===== src/rtl/fetch_pkg.sv =====
// Shared types and constants for the instruction-fetch sequencer.
// FETCH_MISALIGN_CHECK_EN adds the HALT state used after a misaligned redirect.
package fetch_pkg;

  localparam int          FETCH_XLEN           = 32;
  localparam logic [31:0] DEFAULT_RESET_VECTOR = 32'h0000_0000;
  localparam logic [31:0] PC_INCR              = 32'd4;

  typedef enum logic [2:0] {
    S_IDLE,
    S_REQ,
    S_WAIT,
    S_OUT,
    S_DROP
`ifdef FETCH_MISALIGN_CHECK_EN
    , S_HALT
`endif
  } fetch_state_e;

endpackage


===== src/rtl/fetch_pc_reg.sv =====
// Architectural fetch PC register: async active-low reset to RESET_VECTOR,
// loads d when load is high.
module fetch_pc_reg #(
  parameter int               XLEN         = 32,
  parameter logic [XLEN-1:0]  RESET_VECTOR = '0
) (
  input  logic            clk,
  input  logic            reset_n,
  input  logic            load,
  input  logic [XLEN-1:0] d,
  output logic [XLEN-1:0] q
);

  always_ff @(posedge clk or negedge reset_n) begin
    if (!reset_n)  q <= RESET_VECTOR;
    else if (load) q <= d;
  end

endmodule


===== src/rtl/fetch_sequencer.sv =====
// Multicycle RV32 fetch controller: one outstanding imem request, valid/ready to decode,
// redirect with wrong-path discard. FETCH_MISALIGN_CHECK_EN enables misaligned-redirect trap.
//
// state  | meaning
// IDLE   | first cycle after reset, request issues next cycle
// REQ    | imem_req_valid high at pc, waiting for imem_req_ready
// WAIT   | request accepted, waiting for the response
// OUT    | buffered instruction presented to decode
// DROP   | wrong-path response still owed by memory, discard it
// HALT   | misaligned redirect seen, frozen until reset (check build only)
module fetch_sequencer
  import fetch_pkg::*;
#(
  parameter int              XLEN         = FETCH_XLEN,
  parameter logic [XLEN-1:0] RESET_VECTOR = DEFAULT_RESET_VECTOR
) (
  input  logic            clk,
  input  logic            reset_n,
  output logic            imem_req_valid,
  input  logic            imem_req_ready,
  output logic [XLEN-1:0] imem_req_addr,
  input  logic            imem_rsp_valid,
  input  logic [XLEN-1:0] imem_rsp_data,
  output logic            if_valid,
  input  logic            if_ready,
  output logic [XLEN-1:0] if_pc,
  output logic [XLEN-1:0] if_instr,
  input  logic            redirect_valid,
  input  logic [XLEN-1:0] redirect_pc,
  output logic            fetch_exc,
  output logic [XLEN-1:0] exc_addr
);

  fetch_state_e    state;
  logic            req_q;
  logic            ifv_q;
  logic [XLEN-1:0] buf_pc;
  logic [XLEN-1:0] buf_instr;
  logic [XLEN-1:0] pc;
  logic [XLEN-1:0] pc_next;
  logic            pc_load;
  logic            redirect_take;

`ifdef FETCH_MISALIGN_CHECK_EN
  logic            misalign;
  logic            exc_q;
  logic [XLEN-1:0] exc_addr_q;

  assign misalign      = redirect_valid && (redirect_pc[1:0] != 2'b00) && (state != S_HALT);
  assign redirect_take = redirect_valid && (redirect_pc[1:0] == 2'b00) && (state != S_HALT);
  assign fetch_exc     = exc_q;
  assign exc_addr      = exc_addr_q;
`else
  assign redirect_take = redirect_valid;
  assign fetch_exc     = 1'b0;
  assign exc_addr      = '0;
`endif

  // Redirect wins over the sequential advance, including an OUT handshake in the same cycle.
  always_comb begin
    pc_load = 1'b0;
    pc_next = pc + PC_INCR;
    if (redirect_take) begin
      pc_load = 1'b1;
      pc_next = redirect_pc & ~XLEN'(3);
    end else if (state == S_OUT && if_ready) begin
      pc_load = 1'b1;
    end
  end

  fetch_pc_reg #(
    .XLEN         (XLEN),
    .RESET_VECTOR (RESET_VECTOR)
  ) u_pc_reg (
    .clk     (clk),
    .reset_n (reset_n),
    .load    (pc_load),
    .d       (pc_next),
    .q       (pc)
  );

  always_ff @(posedge clk or negedge reset_n) begin
    if (!reset_n) begin
      state     <= S_IDLE;
      req_q     <= 1'b0;
      ifv_q     <= 1'b0;
      buf_pc    <= '0;
      buf_instr <= '0;
`ifdef FETCH_MISALIGN_CHECK_EN
      exc_q      <= 1'b0;
      exc_addr_q <= '0;
`endif
    end else begin
`ifdef FETCH_MISALIGN_CHECK_EN
      exc_q <= 1'b0;
      if (misalign) begin
        state      <= S_HALT;
        req_q      <= 1'b0;
        ifv_q      <= 1'b0;
        exc_q      <= 1'b1;
        exc_addr_q <= redirect_pc;
      end else
`endif
      case (state)
        S_IDLE: begin
          state <= S_REQ;
          req_q <= 1'b1;
        end
        S_REQ: begin
          if (imem_req_ready) begin
            state <= redirect_take ? S_DROP : S_WAIT;
            req_q <= 1'b0;
          end
        end
        S_WAIT: begin
          if (redirect_take) begin
            state <= imem_rsp_valid ? S_REQ : S_DROP;
            req_q <= imem_rsp_valid;
          end else if (imem_rsp_valid) begin
            state     <= S_OUT;
            ifv_q     <= 1'b1;
            buf_pc    <= pc;
            buf_instr <= imem_rsp_data;
          end
        end
        S_OUT: begin
          if (redirect_take || if_ready) begin
            state <= S_REQ;
            ifv_q <= 1'b0;
            req_q <= 1'b1;
          end
        end
        S_DROP: begin
          if (imem_rsp_valid && !redirect_take) begin
            state <= S_REQ;
            req_q <= 1'b1;
          end
        end
        default: ;
      endcase
    end
  end

  assign imem_req_valid = req_q;
  assign imem_req_addr  = pc;
  assign if_valid       = ifv_q;
  assign if_pc          = buf_pc;
  assign if_instr       = buf_instr;

endmodule


===== config.mk =====
export PLATFORM = sky130hd
export DESIGN_NAME = fetch_sequencer
export DESIGN_NICKNAME = d
export VERILOG_FILES = /design/src/rtl/fetch_pkg.sv /design/src/rtl/fetch_pc_reg.sv /design/src/rtl/fetch_sequencer.sv
export SDC_FILE = /design/constraint.sdc
export NUM_CORES = 1
export LEC_CHECK = 0
export CAP_MARGIN = 20
export CORE_ASPECT_RATIO = 1.1
export CORE_UTILIZATION = 45
export DETAILED_ROUTE_END_ITERATION = 16
export PLACE_DENSITY = 0.82
export SLEW_MARGIN = 20
export SYNTH_ARGS = -nofsm -noshare
export SYNTH_HDL_FRONTEND = slang
export SYNTH_HIERARCHICAL = 1
export SYNTH_SLANG_ARGS = --single-unit

===== constraint.sdc =====
create_clock -name clk -period 2.8 [get_ports clk]
set_clock_uncertainty 0.15 [all_clocks]
set_input_delay 0.42 -clock clk [delete_from_list [all_inputs] [get_ports clk]]
set_output_delay 0.42 -clock clk [all_outputs]
set_load 0.03 [all_outputs]

* After elaboration in Yosys (flattened, before gate mapping)
Cells that the tools add are included.
** Word-level totals
- Flip-flop bits (word level) :: 101
- Bits of input ports :: 70
- Output and inout port bits :: 131
- Logic and storage cells :: 50
** Cells by class
- $add $sub $neg :: 1
- Eq/ne operators :: 11
- Mux-type cells :: 20
- Bitwise logic cells :: 1
- Reduce and logical (&&, ||, !) cells :: 11
** Operators by type and width (number)
- $add 32x3->32 const B :: 1
- $mux 32 :: 1
- $mux 3 :: 7
- $pmux 3 s5 :: 1
- $ne 2x2->1 const B :: 5
- $reduce_and 5->1 :: 2
- $mux 1 :: 9
- $eq 3x2->1 const B :: 2
- $pmux 1 s5 :: 1
- $reduce_bool 5->1 :: 1
- $reduce_and 4->1 :: 1
- $eq 3x1->1 const B :: 1
- $eq 3x3->1 const B :: 1
- $logic_not 3->1 :: 1
- $ne 3x3->1 const B :: 1
- $reduce_and 3->1 :: 1
- $logic_and 1x1->1 :: 2
- $ne 2x1->1 const B :: 1
- $pmux 1 s2 :: 1
- $reduce_bool 2->1 :: 1
- $logic_not 1->1 :: 1
- $logic_or 1x1->1 :: 1
- $not 1->1 :: 1

* Logic depth before layout (Yosys ltp)
Gate-level depths: netlist (run 1).
- Depth in word-level cells :: 4
- Mapped depth :: 7
- Mapped depth without buffers :: 6

* Hierarchy
The synthesis (run 1) kept the hierarchy.
** Modules (own cells, without submodules)
- fetch_sequencer :: times used 1, cells an instance 380, area each 3907.5 sq um, sequential area each 1726.7 sq um
- fetch_pc_reg :: times used 1, cells an instance 68, area each 1345.0 sq um, sequential area each 800.8 sq um

* Worst setup path after synthesis (run 1)
No wires, ideal clock.
- Path type :: register -> register
- Start point :: reg u_pc_reg.q[2]
- End point :: reg u_pc_reg.q[30]
- Setup time :: 0.065 ns
- Arrival :: 2.490 ns
- Required time :: 2.585 ns
- Path slack :: 0.095 ns
- Stages on the path, launching flop included :: 8
- Buffers on the path :: 1
- Clock period less this slack :: 2.705 ns
- Cells stage by stage :: dfrtp_1 > ha_1 > nand4_2 > or4_1 > buf_2 > or4_1 > a31oi_1 > mux2_4
** Between the ends
- Longest elaborated chain between the ends :: 2
** Ends and longest elaborated chain
- start: declaration :: RTL line fetch_pc_reg.sv:11 : output logic [XLEN-1:0] q
- start signal: assignment :: RTL line fetch_pc_reg.sv:15 : if (!reset_n) q <= RESET_VECTOR;
- start signal: assignment :: RTL line fetch_pc_reg.sv:16 : else if (load) q <= d;
- $add 32x3->32 :: RTL line fetch_sequencer.sv:62 : pc_next = pc + PC_INCR;
- $mux 32 :: RTL line fetch_sequencer.sv:63 : if (redirect_take) begin
- net pc_next[30] :: RTL line fetch_sequencer.sv:40 : logic [XLEN-1:0] pc_next;
The timed path passes the listed nets, and every way through them passes these cells.
A chain may end at the register's enable or synchronous reset.

* Final worst setup path (run 1)
Ends and elaborated chain as after synthesis.

==> summary.txt, run 1 <==
Timing
  – F_max: just under 0.4 GHz
  – Hold Slack: 355 ps
  – Slew Viols, Final: 0
  – Setup TNS: 0 ps
  – Final Cycle Share: 0.913
  – Tmin final: 2560 ps
  – Unrepaired setup endpoints after global routing: no
  – Max_slew headroom: 0.539
  – Worst Max-Slew Pin Slew: just under 700 ps
  – # setup viols final: 0
  – Final Hold Fails: 0

Die
  – Die Wd: approximately 110 um
  – Vert. Die Dim: 115 um
  – Starting Density: 0.459
  – Die area: 0.0121 mm^2
  – Core area: approximately 0.011 mm^2
  – IO Count: ~200
  – Placement Rows: 41

Synth
  – Synth cell count leaders: 101 x dfrtp_1, 65 x mux2_2, 36 x nand2_1, 33 x buf_4, 30 x mux2_4
  – Distinct cells, synth: 47
  – Dominant cell type by area after synthesis: dfrtp_1
  – Post-synthesis sequential area ratio: 0.481
  – Ys async rst share: 1.00
  – Avg Inst Size Synth: 11.7 um^2
  – Top FF cell, synth: dfrtp_1
  – Synthesized area: 0.00525 mm^2
  – Top cell type's share of synthesized area: 0.481
  – Largest cells by area after synthesis: dfrtp_1 48%, mux2_2 14%, mux2_4 8.6%
  – Yosys reg bits: approximately 100
  – Top-count cell post-synth: dfrtp_1
  – Post-synth EDFFs: 0
  – Post-Syn Instances: 448
  – Yosys Warn Count: 6

Placed design
  – Inst Count DP: 756
  – Routability cong.: between 0.8 and 0.9
  – Post-DP HPWL: between 8 and 9 mm
  – I/O Buffers: between 150 and 200

Power
  – Internal Power: roughly 2700 uW
  – Clock power share: 0.327
  – Maximum vdd drop: ~0.00026 V
  – Power per cell area: between 500 and 600 mW/mm^2
  – Sw Pwr: 1160 uW
  – Sequential share of power: 0.424
  – P_leak: 0.00327 uW
  – Gate power share: 0.248
  – Sw Share: 0.298

Global route
  – Total Routing Usage GR: 0.208
  – Largest net degree at the start of global routing: 54
  – Initial antenna violation count: 0
  – Global-route wire length before repair: about 20 mm
  – Vias in the first global route: just under 4k
  – Total gr overflow: 0

CTS
  – TritonCTS buffer count: 9
  – H-Tree Depth: 3
  – Clk pin slew, worst setup/hold paths: roughly 70 ps
  – Root buffer cell: clkbuf_16
  – Clk sinks: 101
  – CTS tree: done
  – Clock Path Buffers: 2
  – Worst-Skew Late Latency: 350 ps
  – # Post-CTS Setup Buffers: 0

Worst setup path
  – Critical path type: reg -> reg
  – Kind of start point of the critical path: flip-flop
  – CP endpoint kind: flip-flop
  – CP max FO: 8
  – WP data arrival: around 2700 ps
  – Req. time, crit path: between 2000 and 3000 ps

Layout
  – Layout cells sized above 1: 0.222
  – Layout Nets: about 700
  – Number of fill cells: between 800 and 900
  – Final Util: 0.639
  – Ant diodes: 0
  – Fin cells: 772
  – Area grow syn2layout: 39.1%

Route
  – First DRT Iteration DRCs: 220
  – Via count: between 4k and 5k
  – Via density: about 5.3
  – DR pass1 iterations: 5
  – WL/cell: 16.4 um
  – Drt drc: 0
  – Routed Wire Length: 12.6 mm
  – Routed Antenna Nets: 0

Flow run
  – Max-cap violations: 0

Worst hold path
  – Worst hold path class: reg -> reg

Run status
  – Status: finished, final reports clean
==> placed cells by master (no fill, tap or decap), types with 3 or more instances in the layout <==
| cell type | instances |
|---|---|
| nand3_1 | 18 |
| nor4_1 | 3 |
| or4_1 | 14 |
| o211ai_1 | 6 |
| mux2_4 | 30 |
| mux2_2 | 65 |
| buf_4 | 18 |
| o21ai_0 | 18 |
| o31ai_1 | 8 |
| a31oi_1 | 11 |
| inv_1 | 4 |
| dfrtp_1 | 101 |
| or3_1 | 3 |
| nor2b_1 | 5 |
| nor2_1 | 13 |
| nand2_1 | 35 |
| clkbuf_16 | 9 |
| a21oi_1 | 5 |
| and3_1 | 3 |
| conb_1 | 33 |
| clkdlybuf4s50_1 | 164 |
| and4_1 | 4 |
| xor2_1 | 6 |
| nand4_1 | 9 |
| xnor2_1 | 5 |
==> sequential cells by signal (all words and copies together), names as in the netlist <==
register and flops:
if_valid 1, state 3, imem_req_valid 1, if_instr 32, if_pc 32, u_pc_reg/q 32
==> power by group through the flow <==
stage                     clock, uW  combinational (uW)  sequential, uW
after floorplan                   0                 399            1830
after global placement            0                 939            1670
after detailed placement          0                 958            1670
after CTS                      1290                 967            1650
after global routing           1350                1030            1660
final                          1270                 964            1650
==> metrics by stage <==
stage	total power, uW	area [um^2]	setup WS [ps]
finish	3880	7300	244
global placement	2610	6990	233
CTS	3900	7300	136
detailed placement	2630	6990	157
global route	4040	7300	134
floorplan	2230	5370	95.1
==> per-layer routing <==
layer  GRT usage  part of all wire  vias up
li1            -                 -     1903
met1       0.268              0.43     2021
met2       0.350              0.49      192
met3      0.0380             0.065       14
met4      0.0864             0.015        0
met5           0                 0        -
==> final timing paths <==
check                                                from                    endpoint  slack, ps  cells after the start
worst max-delay path            u_pc_reg/q[2]$_DFFE_PN0P_  u_pc_reg/q[30]$_DFFE_PN0P_        240                      6
worst min-delay path             if_instr[21]$_DFFE_PN0P_    if_instr[21]$_DFFE_PN0P_        350                      1
worst max register to register  u_pc_reg/q[2]$_DFFE_PN0P_  u_pc_reg/q[30]$_DFFE_PN0P_        240                      6
worst min register to register   if_instr[21]$_DFFE_PN0P_    if_instr[21]$_DFFE_PN0P_        350                      1
max in group asynchronous                         reset_n        if_pc[8]$_DFFE_PN0P_       1280                      3
min in group asynchronous                         reset_n     if_instr[2]$_DFFE_PN0P_        520                      2
==> final cells by class <==
class / instances / area (um^2) / share of cell area
Clock buffer: 12 / 256 / 0.0351
Clock inverter: 3 / 45.0 / 0.00617
Inverter: 5 / 18.8 / 0.00257
Multi-Input combinational cell: 316 / 2440 / 0.334
Sequential cell: 101 / 2530 / 0.346
Tap cell: 150 / 188 / 0.0257
Timing Repair Buffer: 185 / 1830 / 0.250
==> worst max-delay path, stage by stage, from the launching register on <==
cell	delay, ps
dfrtp_1	360
ha_1	240
nand4_2	210
or4_4	660
or4_1	520
a31oi_1	200
mux2_4	170
==> timing repair <==
action	CTS	global route
hold buffers	1	0
hold endpoints to repair	14	0
gates resized for setup	0	1
endpoints found under the setup margin	0	1
==> cells by family (layout without fill, tap and decap cells) <==
family | count (synthesis) | count (layout) | synth area share
fa+ha+maj | 1 | 1 | 0.00238
buf+inv | 63 | 205 | 0.0803
other cells | 1 | 33 | 0.000714
mux | 95 | 95 | 0.225
flops | 101 | 101 | 0.481
simple gates | 120 | 120 | 0.124
compound gates | 56 | 56 | 0.0679
xor+xnor | 11 | 11 | 0.0183
Note: power is estimated with default switching activity, not from simulation.
==> run 2: changes to the inputs <==
--- a/config.mk
+++ b/config.mk
@@ -7,10 +7,9 @@
 export LEC_CHECK = 0
 export CAP_MARGIN = 20
 export CORE_ASPECT_RATIO = 1.1
-export CORE_UTILIZATION = 45
+export CORE_UTILIZATION = 48
 export DETAILED_ROUTE_END_ITERATION = 16
-export PLACE_DENSITY = 0.82
-export SLEW_MARGIN = 20
+export PLACE_DENSITY = 0.86
 export SYNTH_ARGS = -nofsm -noshare
 export SYNTH_HDL_FRONTEND = slang
 export SYNTH_HIERARCHICAL = 1
==> constraint.sdc (replaced) <==
create_clock -name clk -period 3.05 [get_ports clk]
set_clock_uncertainty 0.15 [all_clocks]
set_input_delay 0.4575 -clock clk [delete_from_list [all_inputs] [get_ports clk]]
set_output_delay 0.4575 -clock clk [all_outputs]
set_load 0.03 [all_outputs]
==> run 2 against run 1 <==
- global-route usage grew 2.1 points
- sequential cell count did not move
- largest power group unchanged
- final area shrank 0.99%
- highest routed layer unchanged
- largest cell class unchanged
==> summary.txt, run 2 (synthesis results as in run 1) <==
Run status
  – Status: finished, final reports clean

Worst setup path
  – WP data arrival: 2890 ps (+190 ps)
  – Worst R2R Start: u_pc_reg/q[3]$_DFFE_PN0P_
  – Req. time, crit path: 3190 ps (+250 ps)
  – Kind of start point of the critical path: flip-flop
  – Critical path type: reg -> reg
  – CP max FO: 8 (unchanged)
  – CP endpoint kind: flip-flop
  – R2R depth: 6 (unchanged)
  – Reg2reg end: u_pc_reg/q[30]$_DFFE_PN0P_
  – Worst reg-to-reg setup slack: 290 ps (+50 ps)

Die
  – Die Wd: 102 um (-3.1%)
  – IO Count: 201 (unchanged)
  – Die area: 0.0114 mm^2 (-6.1%)
  – Core area: 0.0105 mm^2 (-7.9%)
  – Starting Density: 0.498 (+0.0392)
  – Placement Rows: 39 (-4.9%)
  – Vert. Die Dim: 112 um (-3.1%)

CTS
  – Clk sinks: 101 (unchanged)
  – CTS tree: done
  – TritonCTS buffer count: 9 (unchanged)
  – # Post-CTS Setup Buffers: 0 (unchanged)
  – Root buffer cell: clkbuf_16
  – H-Tree Depth: 3 (unchanged)
  – Clk pin slew, worst setup/hold paths: 70 ps (about the same)
  – Clock Path Buffers: 2 (unchanged)
  – Worst-Skew Late Latency: 350 ps (about the same)
  – PostCTS Resize Cnt: 0 (unchanged)

Worst hold path
  – HP Start: if_pc[17]$_DFFE_PN0P_
  – Worst hold path class: reg -> reg
  – Worst hold endpoint: if_pc[17]$_DFFE_PN0P_
  – Hold Path Cell Cnt: 2 (+1)

Placed design
  – Post-DP HPWL: 8.97 mm (+1.4%)
  – Worst slack, placed: 347 ps (+191 ps)
  – Inst Count DP: 740 (-2.1%)
  – I/O Buffers: 165 (unchanged)
  – Routability cong.: 0.765 (-7.6%)

Global route
  – Largest net degree at the start of global routing: 59 (+9.3%)
  – Total Routing Usage GR: 0.230 (+0.0212)
  – Vias in the first global route: 4247 (+7.9%)
  – Global-route wire length before repair: 20.6 mm (+4.0%)
  – Initial antenna violation count: 0 (unchanged)
  – Total gr overflow: 0 (unchanged)

Timing
  – Final Hold Fails: 0 (unchanged)
  – Tmin final: 2760 ps (+200 ps)
  – Max_slew headroom: 0.603 (+0.0637)
  – Unrepaired setup endpoints after global routing: no
  – # setup viols final: 0 (unchanged)
  – Setup TNS: 0 ps (unchanged)
  – F_max: 0.363 GHz (-7.3%)
  – Final Cycle Share: 0.904 (-0.00917)
  – Slew Viols, Final: 0 (unchanged)
  – Worst setup margin: 294 ps (+49.8 ps)
  – Worst Max-Slew Pin Slew: 596 ps (-95.6 ps)

Route
  – Via density: 5.43 (+1.4%)
  – Drt drc: 0 (unchanged)
  – Via count: 4108 (-0.53%)
  – First DRT Iteration DRCs: 186 (-15%)
  – Routed Wire Length: 12.9 mm (+2.0%)
  – DR pass1 iterations: 4 (-1)
  – Routed Antenna Nets: 0 (unchanged)
  – WL/cell: 17.0 um (+4.0%)

Layout
  – Fin cells: 757 (-1.9%)
  – Number of fill cells: 797 (-9.2%)
  – Area grow syn2layout: 37.7%
  – Most common cell after layout, fill and taps aside: clkdlybuf4s50_1
  – Ant diodes: 0 (unchanged)
  – Layout cells sized above 1: 0.213 (-0.00851)
  – Most frequent cells in the layout: 163 x clkdlybuf4s50_1, 101 x dfrtp_1, 65 x mux2_2, 35 x nand2_1, 33 x conb_1
  – Layout Nets: 680 (-1.3%)

Power
  – Maximum vdd drop: 0.000290 V (+10%)
  – P_leak: 0.00323 uW (-1.2%)
  – Power per cell area: 488 mW/mm^2 (-8.1%)

Flow run
  – Max-cap violations: 0 (unchanged)
## run 2: worst max-delay path by stage
stage	startpoint	endpoint	depth (start not counted)
6_report	u_pc_reg/q[3]$_DFFE_PN0P_	u_pc_reg/q[30]$_DFFE_PN0P_	6
5_1_grt	u_pc_reg/q[3]$_DFFE_PN0P_	u_pc_reg/q[30]$_DFFE_PN0P_	6
4_1_cts	u_pc_reg/q[3]$_DFFE_PN0P_	u_pc_reg/q[30]$_DFFE_PN0P_	6
3_5_place_dp	u_pc_reg/q[3]$_DFFE_PN0P_	u_pc_reg/q[30]$_DFFE_PN0P_	6
3_3_place_gp	u_pc_reg/q[3]$_DFFE_PN0P_	u_pc_reg/q[30]$_DFFE_PN0P_	6
2_1_floorplan	u_pc_reg/q[2]$_DFFE_PN0P_	u_pc_reg/q[30]$_DFFE_PN0P_	7
## run 2: final cells by class
cell class | count | area (um^2) | share of cell area
multi-input cells | 316 | 2440 | 0.337
inverters | 5 | 18.8 | 0.00260
clock buffers | 10 | 239 | 0.0330
flip-flops and latches | 101 | 2530 | 0.349
repair buffers | 176 | 1770 | 0.244
well taps | 143 | 179 | 0.0247
clock inverters | 6 | 62.6 | 0.00865
## run 2: worst max-delay path, stage by stage (launching register included)
cell     delay (ps)
dfrtp_1         450
ha_1            280
nand4_2         190
or4_1           730
or4_1           550
a31oi_1         180
mux2_4          170
## run 2: per-stage QoR
step	total power (uW)	utilization	hold slack [ps]	cell area, um^2
2_1_floorplan	2050	-	11.9	5370
3_3_place_gp	2350	0.657	320	6920
3_5_place_dp	2380	0.657	340	6920
4_1_cts	3540	0.686	356	7230
5_1_grt	3670	0.686	367	7230
6_report	3530	0.686	348	7230
## run 2: what timing repair did
item | CTS | global route
hold buffers | 1 | 0
endpoints found under the setup margin | 0 | 0
endpoints found under the hold margin | 43 | 0
## run 2: metal layers
layer  vias to the layer above  global-route usage  wire [um]
met5                         -                   0          0
met4                         0              0.0831        249
met3                        27              0.0521        846
met2                       187               0.386       6300
met1                      2010               0.286       5490
li1                       1884                   -          -
## run 2: power by group
part | internal [uW] | leakage, uW | switching (uW)
clock network | 656 | 0.000140 | 514
logic | 381 | 0.00176 | 423
registers | 1410 | 0.00133 | 148
==> run 3: changes to the inputs <==
--- a/config.mk
+++ b/config.mk
@@ -7,9 +7,10 @@
 export LEC_CHECK = 0
 export CAP_MARGIN = 20
 export CORE_ASPECT_RATIO = 1.1
-export CORE_UTILIZATION = 48
+export CORE_UTILIZATION = 49
+export CTS_BUF_LIST = sky130_fd_sc_hd__clkbuf_2 sky130_fd_sc_hd__clkbuf_4 sky130_fd_sc_hd__clkbuf_8
 export DETAILED_ROUTE_END_ITERATION = 16
-export PLACE_DENSITY = 0.86
+export PLACE_DENSITY = 0.88
 export SYNTH_ARGS = -nofsm -noshare
 export SYNTH_HDL_FRONTEND = slang
 export SYNTH_HIERARCHICAL = 1
==> run 3 against run 2 <==
- maximum frequency rose by 2.8%
- register-to-register slack improved by 80 ps
- critical endpoint is now u_pc_reg/q[19]$_DFFE_PN0P_
- core utilization rose by 0.17 points
- non-clock buffer count rose by 2
==> summary.txt, run 3 (synthesis results as in run 1) <==
Worst setup path
  – Worst R2R Start: u_pc_reg/q[9]$_DFFE_PN0P_
  – WP data arrival: 2840 ps (-50 ps)
  – Kind of start point of the critical path: flip-flop
  – Reg2reg end: u_pc_reg/q[19]$_DFFE_PN0P_
  – CP endpoint kind: flip-flop
  – Critical path type: reg -> reg
  – Worst reg-to-reg setup slack: 370 ps (+80 ps)
  – Req. time, crit path: 3210 ps (+20 ps)
  – CP max FO: 12 (+4)
  – R2R depth: 5 (-1)

Global route
  – Total gr overflow: 0 (unchanged)
  – Initial antenna violation count: 0 (unchanged)
  – Total Routing Usage GR: 0.237 (+0.00702)
  – Global-route wire length before repair: 20.6 mm (about the same)
  – Largest net degree at the start of global routing: 55 (-6.8%)
  – Vias in the first global route: 4114 (-3.1%)

Power
  – Power per cell area: 452 mW/mm^2 (-7.4%)
  – Maximum vdd drop: 0.000267 V (-8.2%)
  – P_leak: 0.00320 uW (-0.96%)

Die
  – IO Count: 201 (unchanged)
  – Starting Density: 0.505 (+0.00702)
  – Core area: 0.0104 mm^2 (-1.4%)
  – Placement Rows: 39 (unchanged)
  – Die area: 0.0111 mm^2 (-2.0%)
  – Vert. Die Dim: 111 um (-1.0%)
  – Die Wd: 101 um (-1.0%)

Route
  – Via count: 4036 (-1.8%)
  – DR pass1 iterations: 4 (unchanged)
  – Routed Wire Length: 12.6 mm (-2.6%)
  – Via density: 5.32 (-2.0%)
  – Routed Antenna Nets: 0 (unchanged)
  – First DRT Iteration DRCs: 192 (+3.2%)
  – Drt drc: 0 (unchanged)
  – WL/cell: 16.5 um (-2.8%)

Worst hold path
  – Hold Path Cell Cnt: 2 (unchanged)
  – HP Start: if_pc[10]$_DFFE_PN0P_
  – Worst hold endpoint: if_pc[10]$_DFFE_PN0P_
  – Worst hold path class: reg -> reg

Timing
  – Tmin final: 2680 ps (-76.3 ps)
  – Unrepaired setup endpoints after global routing: no
  – F_max: 0.373 GHz (+2.8%)
  – Final Hold Fails: 0 (unchanged)
  – Slew Viols, Final: 0 (unchanged)
  – Setup TNS: 0 ps (unchanged)
  – Max_slew headroom: 0.580 (-0.0230)
  – # setup viols final: 0 (unchanged)
  – Final Cycle Share: 0.879 (-0.0250)
  – Worst Max-Slew Pin Slew: 631 ps (+34.5 ps)
  – Worst setup margin: 370 ps (+76.3 ps)

CTS
  – Clk sinks: 101 (unchanged)
  – Worst-Skew Late Latency: 370 ps (+20 ps)
  – H-Tree Depth: 3 (unchanged)
  – TritonCTS buffer count: 9 (unchanged)
  – Root buffer cell: clkbuf_8
  – Clock Path Buffers: 2 (unchanged)
  – CTS tree: done
  – # Post-CTS Setup Buffers: 0 (unchanged)
  – PostCTS Resize Cnt: 0 (unchanged)
  – Clk pin slew, worst setup/hold paths: 100 ps (+30 ps)

Placed design
  – Worst slack, placed: 433 ps (+86.4 ps)
  – Routability cong.: 0.817 (+6.7%)
  – Inst Count DP: 742 (+0.27%)
  – I/O Buffers: 165 (unchanged)
  – Post-DP HPWL: 9.06 mm (+1.0%)

Layout
  – Most common cell after layout, fill and taps aside: clkdlybuf4s50_1
  – Layout Nets: 682 (+0.29%)
  – Layout cells sized above 1: 0.214 (+0.000931)
  – Most frequent cells in the layout: 164 x clkdlybuf4s50_1, 101 x dfrtp_1, 65 x mux2_2, 35 x nand2_1, 33 x conb_1
  – Fin cells: 759 (+0.26%)
  – Area grow syn2layout: 36.1%
  – Ant diodes: 0 (unchanged)

Run status
  – Status: finished, final reports clean

Flow run
  – Max-cap violations: 0 (unchanged)
-- run 3: cell types whose count changed in the layout (fill, tap and decap cells not counted), moves of 2 or more --
| cell | delta |
|---|---|
| clkbuf_8 | +8 |
| clkbuf_4 | +2 |
| buf_4 | +2 |
| clkinvlp_4 | -2 |
| clkbuf_16 | -9 |
-- run 3: timing repair --
| item | CTS | global route |
|---|---|---|
| hold endpoints to repair | 47 | 0 |
| endpoints found under the setup margin | 0 | 0 |
| hold buffers | 1 | 0 |
-- run 3: critical path, cell delays in order (launching register included) --
cell,delay (ps)
dfrtp_1,490
nand3_1,280
or4_1,780
or4_1,470
a31oi_1,250
mux2_4,200
-- run 3: routing by layer --
metal / share of wire / global-route usage / wire length [um] / vias up
li1: - / - / - / 1885
met2: 0.50 / 0.399 / 6330 / 159
met1: 0.41 / 0.301 / 5190 / 1968
met5: 0 / 0 / 0 / -
met4: 0.018 / 0.0918 / 229 / 0
met3: 0.063 / 0.0411 / 796 / 24
-- run 3: where the power goes --
group | switching [uW] | leakage [uW] | internal, uW
Sequential | 143 | 0.00133 | 1410
Combinational | 422 | 0.00177 | 386
Clock | 470 | 0.000101 | 402
-- run 3: area by class of cell --
cell class	instances	area, um^2
fillers	725	3240
flip-flops and latches	101	2530
multi-input cells	316	2440
repair buffers	178	1790
well taps	143	179
clock buffers	11	139
clock inverters	5	60.1
inverters	5	18.8
-- run 3: worst max path at each step --
stage,from,end,slack [ps]
global placement,u_pc_reg/q[2]$_DFFE_PN0P_,u_pc_reg/q[30]$_DFFE_PN0P_,510
CTS,u_pc_reg/q[3]$_DFFE_PN0P_,u_pc_reg/q[30]$_DFFE_PN0P_,390
finish,u_pc_reg/q[9]$_DFFE_PN0P_,u_pc_reg/q[19]$_DFFE_PN0P_,370
global route,u_pc_reg/q[3]$_DFFE_PN0P_,u_pc_reg/q[30]$_DFFE_PN0P_,260
detailed placement,u_pc_reg/q[3]$_DFFE_PN0P_,u_pc_reg/q[30]$_DFFE_PN0P_,430
floorplan,u_pc_reg/q[2]$_DFFE_PN0P_,u_pc_reg/q[30]$_DFFE_PN0P_,350
-- run 3: metrics by stage --
stage	power (uW)	hold slack [ps]	area [um^2]	util
2_1_floorplan	2050	11.9	5370	-
3_3_place_gp	2360	316	6940	0.668
3_5_place_dp	2380	324	6940	0.668
4_1_cts	3260	346	7150	0.688
5_1_grt	3390	377	7150	0.688
6_report	3230	339	7150	0.688
